File: src/rtl/reg_timer_unit.sv
// Prescaled 16-bit timer driven by a flat config bus, reporting through a flat status bus.
// Define TIMER_PWM_EN to build the PWM output; otherwise pwm_out is tied low.
module reg_timer_unit #(
  parameter int NUM_CFG    = 8,
  parameter int NUM_STATUS = 8,
  parameter int REG_WIDTH  = 8
) (
  input  logic                            clk,
  input  logic                            rst,
  input  logic                            ena,
  input  logic [NUM_CFG*REG_WIDTH-1:0]    rw_regs,
  output logic [NUM_STATUS*REG_WIDTH-1:0] ro_regs,
  output logic                            irq,
  output logic                            pwm_out
);

  logic [7:0]  ctrl;
  logic [7:0]  presc;
  logic [15:0] top;
  logic [15:0] cmp;
  logic        ctrl_en;
  logic        ctrl_auto_reload;
  logic        ctrl_clr;
  logic        ctrl_capture;
  logic        unused_cfg;

  assign ctrl             = rw_regs[7:0];
  assign presc            = rw_regs[15:8];
  assign top              = rw_regs[31:16];
  assign cmp              = rw_regs[47:32];
  assign ctrl_en          = ctrl[0];
  assign ctrl_auto_reload = ctrl[1];
  assign ctrl_clr         = ctrl[2];
  assign ctrl_capture     = ctrl[3];
  assign unused_cfg       = ^rw_regs;

  logic [15:0] cnt;
  logic [7:0]  presc_cnt;
  logic [15:0] snap;
  logic [7:0]  ovf_cnt;
  logic        ovf_flag;
  logic        cmp_flag;
  logic        running;
  logic        en_d;
  logic        clr_d;
  logic        cap_d;

  logic        en_rise;
  logic        clr_rise;
  logic        cap_rise;
  logic        tick;
  logic        ovf_ev;
  logic        cmp_ev;
  logic [15:0] cnt_after_tick;
  logic [7:0]  ovf_cnt_next;
  logic        ovf_flag_next;
  logic        cmp_flag_next;

  assign en_rise  = ctrl_en & ~en_d;
  assign clr_rise = ctrl_clr & ~clr_d;
  assign cap_rise = ctrl_capture & ~cap_d;
  // Counting is gated by the live EN bit so clearing EN freezes cnt immediately.
  assign tick     = running & ctrl_en & (presc_cnt == presc);
  assign ovf_ev   = tick & (cnt >= top);
  assign cmp_ev   = tick & (cnt_after_tick == cmp);

  // Counter value that a tick would produce.
  always_comb begin
    cnt_after_tick = cnt;
    if (ovf_ev) begin
      if (ctrl_auto_reload) begin
        cnt_after_tick = 16'd0;
      end else begin
        cnt_after_tick = cnt;
      end
    end else if (tick) begin
      cnt_after_tick = cnt + 16'd1;
    end else begin
      cnt_after_tick = cnt;
    end
  end

  // Sticky flags and overflow counter; an event in the clear cycle survives the clear.
  always_comb begin
    ovf_cnt_next  = ovf_cnt;
    ovf_flag_next = ovf_flag;
    cmp_flag_next = cmp_flag;
    if (clr_rise) begin
      ovf_flag_next = ovf_ev;
      cmp_flag_next = cmp_ev;
      if (ovf_ev) begin
        ovf_cnt_next = 8'd1;
      end else begin
        ovf_cnt_next = 8'd0;
      end
    end else begin
      ovf_flag_next = ovf_flag | ovf_ev;
      cmp_flag_next = cmp_flag | cmp_ev;
      if (ovf_ev && (ovf_cnt != 8'hFF)) begin
        ovf_cnt_next = ovf_cnt + 8'd1;
      end else begin
        ovf_cnt_next = ovf_cnt;
      end
    end
  end

  // Timer state, edge detectors and interrupt pulse.
  always_ff @(posedge clk) begin
    if (rst) begin
      cnt       <= 16'd0;
      presc_cnt <= 8'd0;
      snap      <= 16'd0;
      ovf_cnt   <= 8'd0;
      ovf_flag  <= 1'b0;
      cmp_flag  <= 1'b0;
      running   <= 1'b0;
      en_d      <= 1'b0;
      clr_d     <= 1'b0;
      cap_d     <= 1'b0;
      irq       <= 1'b0;
    end else if (ena) begin
      en_d     <= ctrl_en;
      clr_d    <= ctrl_clr;
      cap_d    <= ctrl_capture;
      irq      <= ovf_ev | cmp_ev;
      ovf_cnt  <= ovf_cnt_next;
      ovf_flag <= ovf_flag_next;
      cmp_flag <= cmp_flag_next;
      if (cap_rise) begin
        snap <= cnt;
      end
      if (!ctrl_en) begin
        running <= 1'b0;
      end else if (en_rise) begin
        running   <= 1'b1;
        cnt       <= 16'd0;
        presc_cnt <= 8'd0;
      end else if (running) begin
        cnt <= cnt_after_tick;
        if (tick) begin
          presc_cnt <= 8'd0;
        end else begin
          presc_cnt <= presc_cnt + 8'd1;
        end
        if (ovf_ev && !ctrl_auto_reload) begin
          running <= 1'b0;
        end
      end
    end else begin
      irq <= 1'b0;
    end
  end

`ifdef TIMER_PWM_EN
  logic pwm_pol;
  logic pwm_next;

  assign pwm_pol = ctrl[4];

  // Idle level is the polarity bit; while running, active while cnt is below CMP.
  always_comb begin
    pwm_next = pwm_pol;
    if (running) begin
      pwm_next = (cnt < cmp) ^ pwm_pol;
    end else begin
      pwm_next = pwm_pol;
    end
  end

  // Registered PWM output, frozen while ena is low.
  always_ff @(posedge clk) begin
    if (rst) begin
      pwm_out <= 1'b0;
    end else if (ena) begin
      pwm_out <= pwm_next;
    end
  end
`else
  assign pwm_out = 1'b0;
`endif

  // Status bus packing; unused status registers read as zero.
  always_comb begin
    ro_regs        = {(NUM_STATUS*REG_WIDTH){1'b0}};
    ro_regs[7:0]   = {5'b00000, cmp_flag, ovf_flag, running};
    ro_regs[15:8]  = snap[7:0];
    ro_regs[23:16] = snap[15:8];
    ro_regs[31:24] = ovf_cnt;
  end

endmodule

File: config.mk
export PLATFORM = sky130hd
export DESIGN_NAME = reg_timer_unit
export DESIGN_NICKNAME = d
export VERILOG_FILES = /design/src/rtl/reg_timer_unit.sv
export SDC_FILE = /design/constraint.sdc
export NUM_CORES = 1
export LEC_CHECK = 0
export BUFFER_PORTS_ARGS = -buffer_cell sky130_fd_sc_hd__buf_2
export CAP_MARGIN = 20
export CORE_ASPECT_RATIO = 1.1
export CORE_MARGIN = 1.5
export CORE_UTILIZATION = 40
export CTS_CLUSTER_DIAMETER = 120
export DETAILED_ROUTE_END_ITERATION = 10
export PLACE_DENSITY = 0.71
export SETUP_SLACK_MARGIN = 0.05
export SYNTH_ARGS = -nofsm -noshare
export SYNTH_HDL_FRONTEND = slang
export SYNTH_SLANG_ARGS = --single-unit
export TNS_END_PERCENT = 20
File: constraint.sdc
create_clock -name clk -period 4.2 [get_ports clk]
set_input_delay 0.42 -clock clk [delete_from_list [all_inputs] [get_ports clk]]
set_output_delay 0.42 -clock clk [all_outputs]
set_load 0.1 [all_outputs]
### After elaboration in Yosys (flattened, before gate mapping)

Cells that the tools add are included.

| word-level totals | value |
|---|---|
| bits in registers | 55 |
| word-level logic and storage cells | 58 |
| output and inout bits | 66 |

| operators by class | value |
|---|---|
| equality and inequality tests | 3 |
| $add $sub $neg | 3 |
| reductions and logical operators | 9 |
| bitwise operators | 14 |
| mux-type cells | 17 |
| order comparisons | 1 |

Operators with widths:

| cell | number |
|---|---|
| $mux W16 | 5 |
| $mux W8 | 5 |
| $add A16 B1 Y16 const B | 1 |
| $add A8 B1 Y8 const B | 2 |
| $eq A16 B16 Y1 | 1 |
| $ge A16 B16 Y1 | 1 |
| $eq A8 B8 Y1 | 1 |
| $ne A8 B8 Y1 const B | 1 |
| $and A1 B1 Y1 | 7 |
| $mux W1 | 7 |
| $not A1 Y1 | 4 |
| $reduce_and A2 Y1 | 2 |
| $reduce_bool A2 Y1 | 2 |
| $or A1 B1 Y1 | 3 |
| $reduce_and A3 Y1 | 1 |
| $logic_and A1 B1 Y1 | 2 |
| $reduce_or A2 Y1 | 1 |
| $logic_not A1 Y1 | 1 |

### Logic depth before layout (Yosys ltp)

| logic depth | value |
|---|---|
| word-level depth | 8 |
| depth in mapped cells | 12 |

### Worst setup path after synthesis

No wires, ideal clock.

| timing | value |
|---|---|
| kind | input to register |
| start | input port rw_regs[31] |
| end | register cmp_flag |
| cell stages on the path | 11 |
| setup slack | 1.358 ns |
| library setup time | 0.073 ns |
| data arrival time | 2.769 ns |
| path buffers | 0 |
| required time | 4.127 ns |
| path through | inv_1 -> ha_1 -> nand4_1 -> or2_1 -> or4_4 -> a31oi_4 -> o21ai_0 -> a32oi_1 -> o2111a_1 -> nand4_1 -> o22ai_2 |

| on the way | value |
|---|---|
| cells in the longest elaborated chain, start to end | 7 |

RTL lines:

| what | RTL line | source |
|---|---|---|
| start, declared | 11 | `input logic [NUM_CFG*REG_WIDTH-1:0] rw_regs,` |
| $ge A16 B16 Y1 * | 64 | `assign ovf_ev = tick & (cnt >= top);` |
| $and A1 B1 Y1 * | 64 |  |
| $mux W16 * | 70 | `if (ovf_ev) begin` |
| $eq A16 B16 Y1 * | 65 | `assign cmp_ev = tick & (cnt_after_tick == cmp);` |
| $and A1 B1 Y1 * | 65 |  |
| $or A1 B1 Y1 | 98 | `cmp_flag_next = cmp_flag \| cmp_ev;` |
| $mux W1 * | 88 | `if (clr_rise) begin` |
| end signal, assigned | 128 | `cmp_flag <= cmp_flag_next;` |
| end, declared | 42 | `logic cmp_flag;` |

Mark *: on every way between the ends. The rest lies on a longest branch, timed or not.
A chain may end at the register's enable or synchronous reset.

### Worst setup path in the final report

| timing | value |
|---|---|
| start | register cnt[15] |
| end | register cmp_flag |

| on the way | value |
|---|---|
| cells in the longest elaborated chain, start to end | 7 |

RTL lines:

| what | RTL line | source |
|---|---|---|
| start, declared | 37 | `logic [15:0] cnt;` |
| start signal, assigned | 139 | `cnt <= cnt_after_tick;` |
| $add A16 B1 Y16 / $ge A16 B16 Y1 (equally long branches) | 77, 64 |  |
| $mux W16 / $and A1 B1 Y1 (equally long branches) | 76, 64 |  |
| $mux W16 * | 70 |  |
| $eq A16 B16 Y1 * | 65 |  |
| $and A1 B1 Y1 * | 65 |  |
| $or A1 B1 Y1 | 98 |  |
| $mux W1 * | 88 |  |

Marks and branches as above.

==> results.toml <==
[route]
drt-vias-per-instance = 5.497
initialDrtViolationCount = 338
antenna_left = 0
routedWlPerCell_um = 16.28
drc_errors = 0
dr_total_vias = 4288
firstDrtPassIters = 6
wirelength_um = 12700

[sta]
rsz0062_at_grt = "false"
max_freq_mhz = 279.8
period_minus_slack_ns = 3.573
worst_pin_slew_ns = 0.9970
finalHoldViolations = 0
fin_crit_sh_pct = 85.08
setup_viol = 0
fin_worst_skew_ns = 0.004594
tns_ns = 0
slew_headroom_pct = 33.29
maxSlewViolCount = 0

[synth]
synth_top_area_cell = "dfxtp_1"
seq_area_frac_synth_pct = 25.63
synth.cell_area_um2 = 4295
synth_cell_types = 67
ys_warn_count = 0
synth_top_area_share_pct = 25.63
avgSynthCellArea_um2 = 7.431
synth_edf_count = 0
ys_ff_latch = 55
synth_area_leaders = "dfxtp_1 (26%), buf_4 (7.5%), nand2_1 (6.3%), ha_1 (5.5%), a21oi_1 (5.4%)"
synthArstFlopShare_pct = 0
syn_inst = 578
ys.flop_type = "dfxtp_1"

[floorplan]
die_y_um = 111.7
core-area_um2 = 10440
dieArea_um2 = 11370
die_w_um = 101.8
rows = 39
start_util_pct = 41.13
pin_count = 133

[pwr]
power_mw = 1.298
internal_power_uw = 852.9
combPwrFrac_pct = 20.8
cellLeakagePower_nw = 2.009
switchingPower_uw = 444.7
p_seq_share_pct = 40.9
p_per_area_nw_per_um2 = 271.2
netSwitchingFraction_pct = 34.27
power_frac_clock_pct = 38.3
vdd_drop_max_v = 0.0001807

[clock_network]
cts_hold_buffers = 0
post_cts_buffers = 0
h-tree-depth = 2
tritoncts = "built"
ctsResizeCount = 0
clk_pin_slew_ns = 0.08
clockBufferDepth = 2
cts_root_buf = "clkbuf_16"
cts_buffers = 5
clock-sinks = 55
clk_latency_ns = 0.30

[place]
place_congestion = 0.9378
hpwl_um = 9463
placed_cells = 772
portBuffers = 74

[critical_path]
r2r_cells = 11
worstPathRequired_ns = 4.43
start_kind = "register"
path_class = "reg2reg"
crit_fanout = 16
crit_path_end_kind = "register"
crit_arrival_ns = 3.81

[global_route]
use_met3_pct = 3.453
grt_use_met1_pct = 28.28
grt_max_degree = 45
antenna_found_initial = 0
grt.met2_usage_pct = 38.13
grt_pass1_wl_um = 20270
grt_usage_pct = 22.47
top_usage_layer = "met2"
grt_overflow = 0
grt_pass1_vias = 4005

[finish]
drive_gt1_share_pct = 17.90
final_util_pct = 45.82
nNetsFinal = 722
syn_to_final_growth_pct = 11.39
mostFrequentLayoutCells = "buf_2 (74), nand2_1 (72), dfxtp_1 (55), a21oi_1 (46), nor2_1 (44)"
layout_commonest_cell = "buf_2"
final.fill_count = 1103
instances_no_fill = 780
n_antenna_cell = 0

[min_path]
hold_depth = 3
hp-class = "in2reg"

[status]
status = "complete, no violations"

[flow_run]
cap_violations = 0
==> stage by stage <==
stage	cell area [µm²]	setup slack, ns	hold WS, ns
6_report	4785	0.6266	0.3922
5_1_grt	4785	0.4610	0.4320
4_1_cts	4785	0.6978	0.3969
3_5_place_dp	4613	0.7359	0.4440
3_3_place_gp	4613	0.8365	0.4388
2_1_floorplan	4434	1.358	0.4367
==> Yosys cell counts, drive strengths merged, types with 16 or more instances <==
cell and instances:
o21ai 31, ha 19, dfxtp 55, nand2 72, inv 27, nor2 44, nand3 22, clkbuf 22
a21oi 46, buf 51, nand4 16, nor3 23
==> final timing paths <==
path / from / to / slack [ns]
max: cnt[15] / cmp_flag / 0.63
min: rw_regs[2] / clr_d / 0.39
max reg2reg: cnt[15] / cmp_flag / 0.63
min reg2reg: snap[6] / snap[6] / 0.45
==> flip-flops by register name (all words and copies together), names as in the netlist <==
signal / count
cnt: 16
snap: 16
ovf_cnt: 8
presc_cnt: 8
cap_d: 1
clr_d: 1
cmp_flag: 1
en_d: 1
irq: 1
ovf_flag: 1
running: 1
==> worst max-delay path: stages (launching register included) <==
cell,delay (ns)
dfxtp_1,0.42
ha_1,0.36
nand4_1,0.18
or2_1,0.32
or4_4,0.60
nand3_2,0.10
buf_4,0.23
nor4_1,0.09
a2111oi_0,0.48
o2111a_1,0.29
nand4_1,0.21
o22ai_2,0.22
==> logic make-up after synthesis <==
logic type | share of synthesized area, %
AO/OA/AOI/OAI | 22.69
buffers and inverters | 13.25
XOR/XNOR | 5.098
flip-flops | 25.63
other | 0.08730
multiplexers | 0.6991
AND/OR/NAND/NOR | 27.00
adder cells (fa/ha/maj) | 5.535
==> layout make-up <==
type / count / area, µm² / share of cell area (%)
well taps: 143 / 178.9 / 3.740
multi-input cells: 460 / 2764 / 57.77
inverters: 27 / 101.3 / 2.118
clock buffers: 5 / 125.1 / 2.615
repair buffers: 87 / 467.9 / 9.780
clock inverters: 3 / 46.29 / 0.9676
flip-flops and latches: 55 / 1101 / 23.01
==> layer usage <==
layer	vias up	wire length (µm)
met5	-	0
met4	0	410
met3	31	793
met2	172	6222
met1	1993	5275
li1	2092	-
==> power by group through the flow <==
| stage | Combinational [mW] | Sequential (mW) | Clock (mW) |
|---|---|---|---|
| after floorplan | 0.246 | 0.545 | 0 |
| after global placement | 0.265 | 0.542 | 0 |
| after detailed placement | 0.268 | 0.543 | 0 |
| after CTS | 0.269 | 0.530 | 0.505 |
| after global routing | 0.285 | 0.531 | 0.522 |
| final | 0.270 | 0.530 | 0.497 |
(Power assumes the default switching activity.)
